--- src/rtl/adc_pkg.sv ---
// rtl/adc_pkg.sv - shared widths, capture state encoding and offset-binary conversion
package adc_pkg;
    localparam int ADC_W_DEF        = 12;
    localparam int CNT_W_DEF        = 16;
    localparam int MAX_AVG_LOG2_DEF = 4;

    typedef enum logic [1:0] {
        IDLE    = 2'd0,
        DELAY   = 2'd1,
        CAPTURE = 2'd2
    } cap_state_e;

    // Flipping the MSB of an offset-binary code yields its two's complement value.
    function automatic logic [31:0] offset_to_twos(input logic [31:0] raw, input int width);
        return raw ^ (32'd1 << (width - 1));
    endfunction
endpackage

--- src/rtl/adc_capture_ctrl_if.sv ---
// rtl/adc_capture_ctrl_if.sv - trigger, config, ADC bus and sample output bundle
interface adc_capture_ctrl_if import adc_pkg::*; #(
    parameter int ADC_W = ADC_W_DEF,
    parameter int CNT_W = CNT_W_DEF
);
    logic             start;
    logic             abort;
    logic [CNT_W-1:0] cfg_len;
    logic [CNT_W-1:0] cfg_delay;
    logic [2:0]       cfg_avg_log2;
    logic             cfg_signed;
    logic [ADC_W-1:0] ADC_D;
    logic [ADC_W-1:0] DOUT;
    logic             DOUT_vld;
    logic [CNT_W-1:0] sample_num;
    logic             busy;
    logic             finish;
    logic             aborted;

    modport master (
        output start, abort, cfg_len, cfg_delay, cfg_avg_log2, cfg_signed, ADC_D,
        input  DOUT, DOUT_vld, sample_num, busy, finish, aborted
    );

    modport slave (
        input  start, abort, cfg_len, cfg_delay, cfg_avg_log2, cfg_signed, ADC_D,
        output DOUT, DOUT_vld, sample_num, busy, finish, aborted
    );
endinterface

--- src/rtl/adc_sample_conv.sv ---
// rtl/adc_sample_conv.sv - ADC input register with optional offset-binary to two's complement
module adc_sample_conv import adc_pkg::*; #(
    parameter int ADC_W = ADC_W_DEF
) (
    input  logic             clk,
    input  logic             reset,
    input  logic [ADC_W-1:0] adc_d,
    input  logic             conv_signed,
    output logic [ADC_W-1:0] conv
);
    logic [ADC_W-1:0] adc_z;

    always_ff @(posedge clk) begin
        if (reset) begin
            adc_z <= '0;
        end else begin
            adc_z <= adc_d;
        end
    end

    assign conv = conv_signed ? ADC_W'(offset_to_twos(32'(adc_z), ADC_W)) : adc_z;
endmodule

--- src/rtl/adc_capture_ctrl.sv ---
// rtl/adc_capture_ctrl.sv - triggered, delayed, block-averaging ADC capture controller
module adc_capture_ctrl import adc_pkg::*; #(
    parameter int ADC_W        = ADC_W_DEF,
    parameter int CNT_W        = CNT_W_DEF,
    parameter int MAX_AVG_LOG2 = MAX_AVG_LOG2_DEF
) (
    input logic               clk,
    input logic               reset,
    adc_capture_ctrl_if.slave bus
);
    localparam int         ACC_W = ADC_W + MAX_AVG_LOG2 + 1;
    localparam int         SUB_W = (MAX_AVG_LOG2 > 0) ? MAX_AVG_LOG2 : 1;
    localparam logic [2:0] K_MAX = 3'(MAX_AVG_LOG2);

    cap_state_e              state;
    logic                    start_z;
    logic                    start_zz;
    logic [CNT_W-1:0]        len_lat;
    logic [CNT_W-1:0]        dly_cnt;
    logic [CNT_W-1:0]        out_cnt;
    logic [2:0]              k_lat;
    logic                    signed_lat;
    logic signed [ACC_W-1:0] acc;
    logic [SUB_W-1:0]        sub_cnt;

    logic [ADC_W-1:0]        conv;
    logic signed [ACC_W-1:0] conv_ext;
    logic signed [ACC_W-1:0] acc_sum;
    logic [ADC_W-1:0]        dout_next;
    logic [SUB_W-1:0]        sub_last;
    logic                    sub_done;
    logic                    last_out;
    logic                    trig;
    logic [2:0]              k_cfg;

    adc_sample_conv #(.ADC_W(ADC_W)) u_conv (
        .clk         (clk),
        .reset       (reset),
        .adc_d       (bus.ADC_D),
        .conv_signed (signed_lat),
        .conv        (conv)
    );

    always_comb begin
        if (signed_lat) begin
            conv_ext  = {{(ACC_W-ADC_W){conv[ADC_W-1]}}, conv};
        end else begin
            conv_ext  = {{(ACC_W-ADC_W){1'b0}}, conv};
        end
        acc_sum = acc + conv_ext;
        // Signed blocks floor-divide; unsigned blocks never see a set MSB, so a logical shift suffices.
        if (signed_lat) begin
            dout_next = ADC_W'(acc_sum >>> k_lat);
        end else begin
            dout_next = ADC_W'($unsigned(acc_sum) >> k_lat);
        end
        sub_last = SUB_W'((32'd1 << k_lat) - 32'd1);
        sub_done = (sub_cnt == sub_last);
        last_out = sub_done && (out_cnt == len_lat - CNT_W'(1));
        trig     = start_z && !start_zz;
        k_cfg    = (bus.cfg_avg_log2 > K_MAX) ? K_MAX : bus.cfg_avg_log2;
    end

    always_ff @(posedge clk) begin
        if (reset) begin
            state          <= IDLE;
            start_z        <= 1'b0;
            start_zz       <= 1'b0;
            len_lat        <= '0;
            dly_cnt        <= '0;
            out_cnt        <= '0;
            k_lat          <= '0;
            signed_lat     <= 1'b0;
            acc            <= '0;
            sub_cnt        <= '0;
            bus.DOUT       <= '0;
            bus.DOUT_vld   <= 1'b0;
            bus.sample_num <= '0;
            bus.busy       <= 1'b0;
            bus.finish     <= 1'b0;
            bus.aborted    <= 1'b0;
        end else begin
            start_z      <= bus.start;
            start_zz     <= start_z;
            bus.DOUT_vld <= 1'b0;
            bus.finish   <= 1'b0;
            bus.aborted  <= 1'b0;
            case (state)
                IDLE: begin
                    if (trig) begin
                        len_lat    <= bus.cfg_len;
                        dly_cnt    <= bus.cfg_delay;
                        k_lat      <= k_cfg;
                        signed_lat <= bus.cfg_signed;
                        acc        <= '0;
                        sub_cnt    <= '0;
                        out_cnt    <= '0;
                        if (bus.cfg_len == '0) begin
                            bus.finish <= 1'b1;
                        end else begin
                            state    <= (bus.cfg_delay == '0) ? CAPTURE : DELAY;
                            bus.busy <= 1'b1;
                        end
                    end
                end
                DELAY: begin
                    if (bus.abort) begin
                        state       <= IDLE;
                        bus.busy    <= 1'b0;
                        bus.aborted <= 1'b1;
                    end else begin
                        dly_cnt <= dly_cnt - CNT_W'(1);
                        if (dly_cnt == CNT_W'(1)) begin
                            state <= CAPTURE;
                        end
                    end
                end
                CAPTURE: begin
                    // A final output coinciding with abort still completes normally.
                    if (bus.abort && !last_out) begin
                        state       <= IDLE;
                        bus.busy    <= 1'b0;
                        bus.aborted <= 1'b1;
                    end else if (sub_done) begin
                        bus.DOUT       <= dout_next;
                        bus.DOUT_vld   <= 1'b1;
                        bus.sample_num <= out_cnt;
                        out_cnt        <= out_cnt + CNT_W'(1);
                        acc            <= '0;
                        sub_cnt        <= '0;
                        if (last_out) begin
                            state      <= IDLE;
                            bus.busy   <= 1'b0;
                            bus.finish <= 1'b1;
                        end
                    end else begin
                        acc     <= acc_sum;
                        sub_cnt <= sub_cnt + SUB_W'(1);
                    end
                end
                default: begin
                    state    <= IDLE;
                    bus.busy <= 1'b0;
                end
            endcase
        end
    end
endmodule

--- src/flat_wrapper.sv ---
// flat-port wrapper written by rule: the top's interface ports become plain ports
module adc_capture_ctrl_flat import adc_pkg::*;
#(
    parameter int ADC_W        = ADC_W_DEF,
    parameter int CNT_W        = CNT_W_DEF,
    parameter int MAX_AVG_LOG2 = MAX_AVG_LOG2_DEF
)
  (clk, reset, bus_start, bus_abort, bus_cfg_len, bus_cfg_delay, bus_cfg_avg_log2, bus_cfg_signed, bus_ADC_D, bus_DOUT, bus_DOUT_vld, bus_sample_num, bus_busy, bus_finish, bus_aborted);
  adc_capture_ctrl_if #(.ADC_W(ADC_W), .CNT_W(CNT_W)) bus_i ();
  input logic clk;
  input logic reset;
  input wire logic [$bits(bus_i.start)-1:0] bus_start;
  input wire logic [$bits(bus_i.abort)-1:0] bus_abort;
  input wire logic [$bits(bus_i.cfg_len)-1:0] bus_cfg_len;
  input wire logic [$bits(bus_i.cfg_delay)-1:0] bus_cfg_delay;
  input wire logic [$bits(bus_i.cfg_avg_log2)-1:0] bus_cfg_avg_log2;
  input wire logic [$bits(bus_i.cfg_signed)-1:0] bus_cfg_signed;
  input wire logic [$bits(bus_i.ADC_D)-1:0] bus_ADC_D;
  output wire logic [$bits(bus_i.DOUT)-1:0] bus_DOUT;
  output wire logic [$bits(bus_i.DOUT_vld)-1:0] bus_DOUT_vld;
  output wire logic [$bits(bus_i.sample_num)-1:0] bus_sample_num;
  output wire logic [$bits(bus_i.busy)-1:0] bus_busy;
  output wire logic [$bits(bus_i.finish)-1:0] bus_finish;
  output wire logic [$bits(bus_i.aborted)-1:0] bus_aborted;
  assign bus_i.start = bus_start;
  assign bus_i.abort = bus_abort;
  assign bus_i.cfg_len = bus_cfg_len;
  assign bus_i.cfg_delay = bus_cfg_delay;
  assign bus_i.cfg_avg_log2 = bus_cfg_avg_log2;
  assign bus_i.cfg_signed = bus_cfg_signed;
  assign bus_i.ADC_D = bus_ADC_D;
  assign bus_DOUT = bus_i.DOUT;
  assign bus_DOUT_vld = bus_i.DOUT_vld;
  assign bus_sample_num = bus_i.sample_num;
  assign bus_busy = bus_i.busy;
  assign bus_finish = bus_i.finish;
  assign bus_aborted = bus_i.aborted;
  adc_capture_ctrl #(.ADC_W(ADC_W), .CNT_W(CNT_W), .MAX_AVG_LOG2(MAX_AVG_LOG2)) u_core (.clk(clk), .reset(reset), .bus(bus_i));
endmodule
--- config.mk ---
export PLATFORM = sky130hd
export DESIGN_NAME = adc_capture_ctrl_flat
export DESIGN_NICKNAME = d
export VERILOG_FILES = /design/src/rtl/adc_pkg.sv /design/src/rtl/adc_capture_ctrl_if.sv /design/src/rtl/adc_sample_conv.sv /design/src/rtl/adc_capture_ctrl.sv /design/src/flat_wrapper.sv
export SDC_FILE = /design/constraint.sdc
export NUM_CORES = 1
export LEC_CHECK = 0
export ABC_CLOCK_PERIOD_IN_PS = 8230
export BUFFER_PORTS_ARGS = -buffer_cell sky130_fd_sc_hd__buf_2
export CORE_MARGIN = 4
export CORE_UTILIZATION = 40
export CTS_CLUSTER_DIAMETER = 80
export DETAILED_ROUTE_END_ITERATION = 12
export MAX_ROUTING_LAYER = met4
export PLACE_DENSITY_LB_ADDON = 0.3
export SYNTH_ARGS = -nofsm -noshare
export SYNTH_HDL_FRONTEND = slang
export SYNTH_SLANG_ARGS = --single-unit
--- constraint.sdc ---
create_clock -name clk -period 8.23 [get_ports clk]
set_input_delay 0.4115 -clock clk [delete_from_list [all_inputs] [get_ports clk]]
set_output_delay 0.4115 -clock clk [all_outputs]
set_load 0.05 [all_outputs]
======== Yosys cells after proc, flatten, opt, wreduce, memory -nomap -nowiden ========
Cells that the tools add are included.
word-level totals
  bits in registers ....................... 121
  output and inout port bits .............. 32
cells by class
  add/subtract/negate cells ............... 6
  magnitude comparators ................... 1
  equality and inequality tests ........... 14
  shift-type cells ........................ 3
  multiplexer cells ....................... 45
  bitwise logic cells ..................... 3
  reductions and logical operators ........ 18
operators with widths
  operator                                                                count
  16-bit two-way mux                                                      5
  17-bit two-way mux                                                      4
  16-bit case mux with 2 select lines                                     2
  17-bit case mux with 2 select lines                                     1
  16-bit zero test                                                        2
  16-bit by 1-bit subtractor with 16-bit output, second input constant    2
  12-bit two-way mux                                                      2
  17-bit adder                                                            1
  17-bit by 3-bit right shift with 12-bit output                          1
  17-bit by 3-bit >>> shifter with 12-bit output                          1
  16-bit by 1-bit adder with 16-bit output, second input constant         1
  16-bit by 1-bit equality test with 1-bit output, second input constant  1
  16-bit equality test                                                    1
  2-bit two-way mux                                                       8
  1-bit two-way mux                                                       14
  4-bit two-way mux                                                       3
  5-bit AND reduction                                                     2
  3-bit AND reduction                                                     3
  2-bit != test, second input constant                                    4
  4-bit case mux with 2 select lines                                      1
  3-bit by 1-bit != test with 1-bit output, second input constant         2
  2-bit case mux with 3 select lines                                      1
  4-bit by 1-bit adder with 4-bit output, second input constant           1
  4-bit equality test                                                     1
  other kinds (18)                                                        26

======== Longest topological paths before layout ========
  depth in word-level cells ............... 8
  mapped depth ............................ 15
  depth with buffers taken out ............ 12

======== Cells and area by module ========
A second synthesis with hierarchy kept.
second synthesis, totals
  cell total of the unflattened synthesis .. 936
  area, all modules ....................... 7218.2 um2
modules (own cells, without submodules)
  module            times used  cells an instance  area an instance (um2)
  adc_capture_ctrl  1           899                6760.2
  adc_sample_conv   1           37                 457.9

======== Least setup slack after synthesis ========
Ideal clock, no wire load.
  kind .................................... flip-flop to flip-flop
  from .................................... register u_core.k_lat[1]
  to ...................................... register u_core.acc[10]
  data arrival time ....................... 3.276 ns
  slack ................................... 4.836 ns
  cell stages (with the launch flop) ...... 16
  buffers on the path ..................... 4
  period minus slack after synthesis ...... 3.394 ns
  cell sequence ........................... dfxtp_1 clkbuf_1 inv_1 clkbuf_1 nand2_1 ha_1 xor2_1 a21o_1 a221oi_1 nand2_1 nor4_4 a31oi_1 buf_2 o21bai_2 buf_2 nor2_1
between the ends
  word-level cells in the longest chain between the ends .. 8
RTL lines
  what                                             RTL line                 source
  from (decl)                                      adc_capture_ctrl.sv:21   logic [2:0] k_lat;
  from (signal assigned)                           adc_capture_ctrl.sv:93   k_lat <= k_cfg;
  1-bit by 3-bit << shifter with 4-bit output (*)  adc_capture_ctrl.sv:57   sub_last = SUB_W'((32'd1 << k_lat) - 32'd1);
  4-bit by 1-bit subtractor with 4-bit output (*)  adc_capture_ctrl.sv:57
  4-bit equality test (*)                          adc_capture_ctrl.sv:58   sub_done = (sub_cnt == sub_last);
  1-bit logical AND                                adc_capture_ctrl.sv:59   last_out = sub_done && (out_cnt == len_lat - CNT_W'(1));
  1-bit zero test                                  adc_capture_ctrl.sv:120  if (bus.abort && !last_out) begin
  1-bit logical AND                                adc_capture_ctrl.sv:120
  2-bit != test (no line)                          -
  3-bit AND reduction (no line)                    -
  to (signal assigned)                             adc_capture_ctrl.sv:137  acc <= acc_sum;
  to (decl)                                        adc_capture_ctrl.sv:23   logic signed [ACC_W-1:0] acc;
Every way passes the cells marked *; elsewhere a longest branch is shown, timed or not. The select of a mux whose other input is x is not followed.
A chain may end at the register's enable or synchronous reset.

======== Final worst setup path ========
  from .................................... register u_core.k_lat[0]
  to ...................................... register u_core.acc[10]
The elaborated chain is that of the path after synthesis.

==> reports/qor.txt <==
Setup crit start kind: flop
Max-capacitance violation count: 0
Initial core utilization: 0.410
Critical Path AT: 4.82 ns
Fmax: 220 MHz
Clock Latency Late Sink: 0.42 ns
Hold_sp: bus_ADC_D[9]
Core Rows: 48
CTS Root Cell: clkbuf_16
Seq cells post-synth: 121
Worst relative slew slack: 0.241
Drt initial violations: 484
Hold Crit Class: primary input to flop
Area of the die: 20,100 µm²
Vias in the first global route: 5,800
Static Leak: 0.00360 µW
Most frequent cells after synthesis: dfxtp_1 (121), nand2_1 (95), nor2_1 (87)
Share of cells above drive strength 1: 0.152
Final Skew: 0.00896 ns
Nets@finish: 1,008
CP cell instances: nor2b_1 > nand2_1 > ha_1 > xor2_1 > nand4_1 > a221oi_1 > nand2_1 > nor4_4 > a31oi_4 > buf_4 > o21bai_2 > nor2_1
Worst Path Buf+Inv: 1
# Post-CTS Setup Buffers: 0
Register area share after synthesis: 0.339
Maximum fanout along the worst path: 57
Synth cell types: 64
Worst slew pin tran: 1.14 ns
Via count: 6,493
Worst hold stages: 2
TritonCTS clock tree: yes
Time the worst path needs with I/O delays and setup: 4.55 ns
Clock transition at the registers of the reported paths: 0.05 ns
CP endpoint kind: flop
Warnings, synthesis: 0
Via/cell ratio: 5.57
Crit-path max cell delay: 1.07 ns
Top post-synthesis cells by area: dfxtp_1 (34%), a21oi_1 (5.5%), mux2i_1 (5.5%)
Routed Antenna Nets: 0
Crit Path Category: flop to flop
Placed insts: 1,135
Yosys top cell area share: 0.339
Filler cells: 1,722
CTS max path bufs: 2
Setup TNS Final: 0 ns
Post-synth EDFFs: 0
Final-report hold violation count: 0
Initial antenna violation count: 0
Post-Synthesis Cells: 874
Met3 usage: 0.0371
Largest net degree at the start of global routing: 58
First-pass GRT wire length: 29,400 µm
RR Endpoint: u_core.acc[10]
FF-to-FF Start: u_core.k_lat[0]
Syn Nets: 953
Ports: 84
Max Slew Vio Count: 0
GRT Max-Usage Layer: met2
TritonCTS buffer count: 17
Post-Layout Cell Count: 1,166
First-pass DRT Iterations: 5
Final Wtd Congestion: 0.859
All-Layer GR Usage: 0.186
Synthesized area: 7140 µm²
Largest area contributor in the netlist: dfxtp_1
Grt met1 use: 0.253
Ys async rst share: 0
Die height: 142 µm
Cell count of the worst reg-to-reg path: 12
DR WL/cell: 15.7 µm
Die width: 142 µm
Setup Viol. Count Final: 0
Critical-path top delay cell: dfxtp_1
Hold EP: u_core.u_conv.adc_z[9]
Worst vdd ir: 0.169 mV
IO buf count: 83
Count leader, synth: dfxtp_1
GR Overflow Total: 0
Routed WL: 18,300 µm
Most used cell, CP: nand2_1
Reg2Reg Setup Slack: 3.68 ns
Final Cycle Share: 0.553
Worst path required time: 8.50 ns
Mean Syn Cell Area: 8.17 µm²
Post-CTS Resized: 0
CP top delay family: compound AO/OA/AOI/OAI gates
Antenna cells: 0
H-tree depth: 4
M2 GR Usage: 0.282
Core area: 17,400 µm²
Cts-stage hold buffer count: 0
Dpl hpwl: 13,200 µm
DRC Markers: 0
Top_reg_cell synth: dfxtp_1
Power Dens Cells: 284 nW/µm²
Area delta synth->final: 15.9%
RSZ-0062 raised after global routing: no
Clock Sinks: 121
Status: completed
-- routing by layer --
| metal | share of wire | up-vias |
|---|---|---|
| met1 | 0.49 | 3034 |
| met4 | 0.011 | 0 |
| li1 | - | 3289 |
| met5 | 0 | - |
| met2 | 0.45 | 155 |
| met3 | 0.050 | 15 |
-- metrics by stage --
| step | instance area, µm² | total power [µW] | setup WS [ns] | hold slack, ns | utilization |
|---|---|---|---|---|---|
| after floorplan | 7140 | 1420 | 4.84 | 0.440 | - |
| after global placement | 7700 | 1620 | 3.97 | 0.443 | 0.442 |
| after detailed placement | 7700 | 1630 | 3.83 | 0.443 | 0.442 |
| after CTS | 8270 | 2360 | 3.77 | 0.187 | 0.475 |
| after global routing | 8270 | 2500 | 3.33 | 0.198 | 0.475 |
| final | 8270 | 2350 | 3.68 | 0.199 | 0.475 |
-- sequential cells by signal (all words and copies together) (netlist names), 2 cells and up --
signal / cells
u_core.acc: 17
u_core.bus.sample_num: 16
u_core.dly_cnt: 16
u_core.len_lat: 16
u_core.out_cnt: 16
u_core.bus.DOUT: 12
u_core.u_conv.adc_z: 12
u_core.sub_cnt: 4
u_core.k_lat: 3
u_core.state: 2
-- worst register-to-register path: stages, from the launching register on --
cell and delay (ns):
dfxtp_1 1.07, nor2b_1 0.33, nand2_1 0.10, ha_1 0.22, xor2_1 0.18, nand4_1 0.12
a221oi_1 0.52, nand2_1 0.17, nor4_4 0.38, a31oi_4 0.13, buf_4 0.35, o21bai_2 0.71
nor2_1 0.14
-- power breakdown --
part           switching [µW]  internal, µW  total [µW]
Combinational             563           328         891
Sequential               74.5           660         734
Clock                     264           464         728
Total                     902          1450        2350
-- cells in the final DEF (no fill, tap or decap), types with 4 or more instances in the layout --
| master | n |
|---|---|
| ha_1 | 26 |
| nand4_1 | 14 |
| o211ai_1 | 17 |
| mux2i_1 | 39 |
| nor3_1 | 15 |
| nand2_1 | 95 |
| and3_1 | 9 |
| o21ai_0 | 29 |
| o22ai_1 | 5 |
| dfxtp_1 | 121 |
| nor2_1 | 87 |
| a22oi_1 | 4 |
| buf_4 | 6 |
| clkinv_2 | 6 |
| a21oi_1 | 79 |
| buf_2 | 83 |
| mux2_2 | 4 |
| nand2b_1 | 9 |
| or3_1 | 9 |
| clkbuf_16 | 17 |
| o31ai_1 | 6 |
| a211oi_1 | 9 |
| or2_2 | 5 |
| or4_1 | 16 |
| a221oi_1 | 10 |
| nand3b_1 | 6 |
| nor2b_1 | 21 |
| inv_1 | 27 |
| a21o_1 | 14 |
| nor4_1 | 14 |
| xnor2_1 | 24 |
| and2_1 | 8 |
| a31oi_1 | 9 |
| a211o_1 | 5 |
| mux4_2 | 7 |
| xor2_1 | 18 |
| nand3_1 | 15 |
-- cells by family after synthesis --
family | synth area share
AOI/OAI and AO/OA | 0.201
xor gates and xnor gates | 0.0515
adders and majority gates | 0.0484
buffers and inverters | 0.0448
DFF | 0.339
muxes | 0.0830
and+or+nand+nor | 0.232
-- how the worst max path moves through the flow --
stage	slack (ns)	endpoint	cells past startpoint	startpoint
2_1_floorplan	4.84	u_core.acc[10]	15	u_core.k_lat[1]
3_3_place_gp	3.97	u_core.acc[15]	12	u_core.k_lat[0]
3_5_place_dp	3.83	u_core.sub_cnt[0]	12	u_core.k_lat[0]
4_1_cts	3.77	u_core.acc[10]	12	u_core.k_lat[0]
5_1_grt	3.33	u_core.acc[10]	12	u_core.k_lat[0]
6_report	3.68	u_core.acc[10]	12	u_core.k_lat[0]
-- final cells by class --
| class | instances | area [µm²] | share of cell area |
|---|---|---|---|
| Inverter | 28 | 105 | 0.0127 |
| Multi-Input combinational cell | 672 | 4430 | 0.536 |
| Clock buffer | 22 | 474 | 0.0573 |
| Tap cell | 225 | 282 | 0.0340 |
| Timing Repair Buffer | 89 | 460 | 0.0556 |
| Clock inverter | 9 | 97.6 | 0.0118 |
| Sequential cell | 121 | 2420 | 0.293 |
No activity file was read; power rests on OpenSTA's default activity.
